--- config.mk ---
export PLATFORM = sky130hd
export DESIGN_NAME = pipelined_add_sub
export DESIGN_NICKNAME = d
export VERILOG_FILES = /design/src/rtl/add_sub_pkg.sv /design/src/rtl/add_sub_chunk.sv /design/src/rtl/pipelined_add_sub.sv
export SDC_FILE = /design/constraint.sdc
export NUM_CORES = 1
export LEC_CHECK = 0
export ABC_AREA = 1
export CORE_MARGIN = 2
export CORE_UTILIZATION = 45
export DETAILED_ROUTE_END_ITERATION = 6
export PLACE_DENSITY_LB_ADDON = 0.1
export SLEW_MARGIN = 20
export SYNTH_ARGS = -nofsm -noshare
export SYNTH_HDL_FRONTEND = slang
export SYNTH_HIERARCHICAL = 1
export SYNTH_SLANG_ARGS = --single-unit
--- constraint.sdc ---
create_clock -name clk -period 2.9 [get_ports clk]
set_clock_uncertainty 0.15 [all_clocks]
set_input_delay 0.435 -clock clk [delete_from_list [all_inputs] [get_ports clk]]
set_output_delay 0.435 -clock clk [all_outputs]
set_load 0.03 [all_outputs]
--- src/rtl/add_sub_pkg.sv ---
// Shared types and op decoding for the pipelined adder/subtractor.
package add_sub_pkg;

    typedef enum logic [1:0] {
        ADD = 2'b00,
        SUB = 2'b01,
        ADC = 2'b10,
        SBB = 2'b11
    } op_e;

    // SUB/SBB add the one's complement of B.
    function automatic logic op_inv(input op_e op);
        return (op == SUB) || (op == SBB);
    endfunction

    function automatic logic op_cin(input op_e op, input logic c_in);
        logic ci;
        case (op)
            ADD:     ci = 1'b0;
            SUB:     ci = 1'b1;
            default: ci = c_in;
        endcase
        return ci;
    endfunction

endpackage

--- src/rtl/add_sub_chunk.sv ---
// Combinational CHUNK-bit ripple adder; also exposes the carry into its MSB.
module add_sub_chunk #(
    parameter int CHUNK = 4
) (
    input  logic [CHUNK-1:0] a,
    input  logic [CHUNK-1:0] b,
    input  logic             ci,
    output logic [CHUNK-1:0] s,
    output logic             co,
    output logic             c_msb_in
);

    always_comb begin
        logic [CHUNK:0] c;
        c    = '0;
        s    = '0;
        c[0] = ci;
        for (int unsigned i = 0; i < CHUNK; i++) begin
            s[i]     = a[i] ^ b[i] ^ c[i];
            c[i+1]   = (a[i] & b[i]) | (c[i] & (a[i] ^ b[i]));
        end
        co       = c[CHUNK];
        c_msb_in = c[CHUNK-1];
    end

endmodule

--- src/rtl/pipelined_add_sub.sv ---
// Pipelined two's-complement add/sub, one CHUNK-bit ripple segment per stage,
// with a valid/ready stream interface and C/V/N/Z flags.
module pipelined_add_sub
    import add_sub_pkg::*;
#(
    parameter int WIDTH = 8,
    parameter int CHUNK = 4
) (
    input  logic             clk,
    input  logic             rst,
    input  logic             in_valid,
    output logic             in_ready,
    input  logic [WIDTH-1:0] A,
    input  logic [WIDTH-1:0] B,
    input  logic [1:0]       op,
    input  logic             C_in,
    output logic             out_valid,
    input  logic             out_ready,
    output logic [WIDTH-1:0] Sum,
    output logic             C_out,
    output logic             V_out,
    output logic             N_out,
    output logic             Z_out
);

    localparam int STAGES = WIDTH / CHUNK;
    localparam int LAST   = STAGES - 1;

    op_e op_s;
    logic adv;

    // Per-stage registers: operands (B already conditionally inverted),
    // partial sum with finished chunks, and the carry out of the stage.
    logic [STAGES-1:0] valid_q, valid_d;
    logic [WIDTH-1:0]  a_q [STAGES];
    logic [WIDTH-1:0]  b_q [STAGES];
    logic [WIDTH-1:0]  s_q [STAGES];
    logic [STAGES-1:0] c_q;
    logic              v_q, z_q;

    logic [WIDTH-1:0]  a_in [STAGES];
    logic [WIDTH-1:0]  b_in [STAGES];
    logic [WIDTH-1:0]  s_in [STAGES];
    logic [WIDTH-1:0]  s_d  [STAGES];
    logic [CHUNK-1:0]  s_chunk [STAGES];
    logic [STAGES-1:0] ci_stg;
    logic [STAGES-1:0] co;
    logic              cmsb [STAGES];

    assign op_s     = op_e'(op);
    assign adv      = ~out_valid | out_ready;
    assign in_ready = adv;

    for (genvar k = 0; k < STAGES; k++) begin : g_stage
        if (k == 0) begin : g_first
            assign a_in[k]   = A;
            assign b_in[k]   = B ^ {WIDTH{op_inv(op_s)}};
            assign s_in[k]   = '0;
            assign ci_stg[k] = op_cin(op_s, C_in);
        end else begin : g_next
            assign a_in[k]   = a_q[k-1];
            assign b_in[k]   = b_q[k-1];
            assign s_in[k]   = s_q[k-1];
            assign ci_stg[k] = c_q[k-1];
        end

        add_sub_chunk #(.CHUNK(CHUNK)) u_chunk (
            .a        (a_in[k][k*CHUNK +: CHUNK]),
            .b        (b_in[k][k*CHUNK +: CHUNK]),
            .ci       (ci_stg[k]),
            .s        (s_chunk[k]),
            .co       (co[k]),
            .c_msb_in (cmsb[k])
        );

        // Unfinished chunk positions of s_in are always zero, so OR-in is a merge.
        assign s_d[k] = s_in[k] | (WIDTH'(s_chunk[k]) << (k * CHUNK));
    end

    always_comb begin
        valid_d    = '0;
        valid_d[0] = in_valid;
        for (int unsigned k = 1; k < STAGES; k++) begin
            valid_d[k] = valid_q[k-1];
        end
    end

    always_ff @(posedge clk) begin
        if (rst) begin
            valid_q <= '0;
            c_q     <= '0;
            v_q     <= 1'b0;
            z_q     <= 1'b0;
            for (int unsigned k = 0; k < STAGES; k++) begin
                a_q[k] <= '0;
                b_q[k] <= '0;
                s_q[k] <= '0;
            end
        end else if (adv) begin
            valid_q <= valid_d;
            c_q     <= co;
            v_q     <= co[LAST] ^ cmsb[LAST];
            z_q     <= (s_d[LAST] == '0);
            for (int unsigned k = 0; k < STAGES; k++) begin
                a_q[k] <= a_in[k];
                b_q[k] <= b_in[k];
                s_q[k] <= s_d[k];
            end
        end
    end

    assign out_valid = valid_q[LAST];
    assign Sum       = s_q[LAST];
    assign C_out     = c_q[LAST];
    assign V_out     = v_q;
    assign N_out     = s_q[LAST][WIDTH-1];
    assign Z_out     = z_q;

endmodule

==> out/metrics.cfg <==
[outcome]
outcome = complete, but fails checks
violations = design-rule violations

[synth]
synthTopCellsByArea = edfxtp_1 44%, fa_1 12%, inv_1 9.7%, dfxtp_1 8.9%, nor2_1 5.8%
synth_common_cells = 35 x inv_1, 21 x nor2_1, 20 x edfxtp_1
synth_cell_types = 18
synth_edf_count = 20
ys.flop_type = edfxtp_1
yosysMostFrequentCell = inv_1
yosys_warnings = 6
yosys.area.top_type_share_pct = 44.40
yosys.area.top_type = edfxtp_1
ys_seq_elements = 26
async_flop_share_pct = 0
syn_inst = 129
synth_seq_area_share_pct = 53.28
synth_fp_nets = 160
netlist_area_sq_mm = 0.001353
syn_area_per_cell_sq_um = 10.48

[sta]
layout_worst_path_cycle_share_pct = 94.37
period_needed_ns = 2.737
maxSlewViolCount = 0
final_hold_viol_count = 0
rsz0062_at_grt = no
worst_pin_slew_ns = 0.3737
clock.fmax_mhz = 365.4
worst_slack_ns = 0.1632
finalSetupViolations = 0
slew_headroom_pct = 75.06
finalSetupTns_ns = 0

[global_route]
grt_pass1_wl_mm = 3.726
grt.overflow.total = 0
grt_max_degree = 23
grt_pass1_vias = 930
antenna_found_initial = 0
grt_usage_pct = 14.52

[drt]
ant_nets = 0
firstDrtPassIters = 6
drt-vias-per-instance = 4.500
avgRoutedWirePerCell_um = 11.13
first_iter_violations = 24
vias = 891
routed_wl_mm = 2.203
drc = 2

[power]
p_int_uw = 668.0
leakage_nw = 0.8174
sw_frac_of_total_pct = 28.28
clockPowerShare_pct = 23.1
switchingPower_uw = 263.3
p_per_area_mw_per_mm2 = 520.2
sequentialPowerShare_pct = 49.9
ir_drop_mv = 0.2351
pwr-share-comb_pct = 27.1

[placement]
port_buffers = 36
hpwlAfterDp_mm = 1.839
detailedPlace.worstSlack_ns = -0.2994
gp_congestion = 0.6982
post_dp_cell_area_sq_mm = 0.001729

[floorplan]
core_area_sq_mm = 0.002805
io-pin-count = 37
die_w_um = 58.83
die_area_sq_mm = 0.003460
num_rows = 19
fp.dieH_um = 58.83
start_util_pct = 48.22

[clock_tree]
clkSinkCount = 26
cts_resized = 0
cts_made_buffers = 3
post_cts_buffers = 0
cts_hold_buf = 0
tritoncts = built
cts-root-buf = clkbuf_4
cts_buffer_depth = 2
clk_pin_slew_ns = 0.15
insertion_delay_ns = 0.32
htree_levels = 1

[worst_setup_path]
crit_path_top_delay_cell = clkdlybuf4s50_1
r2r_cells = 11
arrival_ns = 2.68
path_cells = clkdlybuf4s50_1 -> xor2_2 -> fa_1 -> inv_1 -> fa_1 -> fa_1 -> inv_1 -> fa_1 -> inv_1 -> nor2_1
worstSetupStartpointType = primary input
cp-end-kind = flop
critPathMaxStageDelay_ns = 0.51
crit_top_cell = fa_1
path_class = in -> reg
worst_ep_required_time_ns = 2.84
path_max_fanout = 1

[finish]
antenna_cells = 0
final_area_sq_mm = 0.001790
drive_above_1_share_pct = 10.78
syn_to_final_growth_pct = 32.38
nNetsFinal = 199

[worst_hold_path]
hp-class = reg -> reg
whs_path_depth = 2

[flow_run]
maxCapViolCount = 0

==> cells by family after synthesis <==
kind of cell	after synthesis	synth area share, %
buf+inv	41	13.04
simple gates	41	13.78
flops	26	53.28
xor+xnor	9	5.828
fa+ha+maj	8	11.84
compound gates	3	1.387
mux	1	0.8325
==> through the flow <==
step	hold WS [ns]	std cells	power, mW	utilization, %
5_1_grt	0.3392	198	0.9889	63.83
3_3_place_gp	0.2897	194	0.7149	61.64
3_5_place_dp	0.2930	194	0.7279	61.64
4_1_cts	0.3141	198	0.9358	63.34
2_1_floorplan	0.2926	129	0.6300	-
6_report	0.3137	198	0.9313	63.83
==> cells in the final DEF (no fill, tap or decap), types with 3 or more instances in the layout <==
cell type,n
inv_1,35
clkbuf_4,3
dfxtp_1,6
nor2_2,4
xor2_1,3
xnor2_1,5
nor2_1,21
nand2_1,13
clkdlybuf4s50_1,35
edfxtp_1,20
fa_1,8
==> final timing paths <==
| kind | start | endpoint | slack [ns] |
|---|---|---|---|
| max reg2reg | a_q[0][4] | Z_out | 0.38 |
| max | B[0] | s_q[0][3] | 0.16 |
| min | c_q[1] | c_q[1] | 0.31 |
| min reg2reg | c_q[1] | c_q[1] | 0.31 |
==> registers in the layout (all words and copies together), names as in the netlist <==
| register | cells |
|---|---|
| Z_out | 1 |
| s_q | 12 |
| a_q | 4 |
| b_q | 4 |
| c_q | 2 |
| valid_q | 2 |
| V_out | 1 |
==> power groups by stage <==
stage	Clock (mW)	Combinational, mW	Sequential [mW]
2_1_floorplan	0	0.119	0.511
6_report	0.215	0.252	0.465
4_1_cts	0.216	0.254	0.466
5_1_grt	0.235	0.284	0.469
3_5_place_dp	0	0.253	0.475
3_3_place_gp	0	0.244	0.471
==> final cells by class <==
type                            count  area [sq um]
Clock buffer                        4         47.55
Fill cell                         236          1015
Inverter                           37         138.9
Multi-Input combinational cell     62         462.9
Sequential cell                    26         720.7
Tap cell                           31         38.79
Timing Repair Buffer               38         381.6
==> worst max-delay path, delay by kind of cell <==
family / cells / cell delay, ns
adders and majority gates: 4 / 1.33
buffers and inverters: 4 / 0.70
xor gates and xnor gates: 1 / 0.17
and+or+nand+nor: 1 / 0.04
==> per-layer routing <==
layer  GRT usage, %  vias up  routed length (um)
li1               -      446                   -
met1          14.29      415                 839
met3          2.857        2                 124
met4          5.519        0                  16
met5              0        -                   0
met2          29.05       28                1222
No activity file was read; power rests on OpenSTA's default activity.
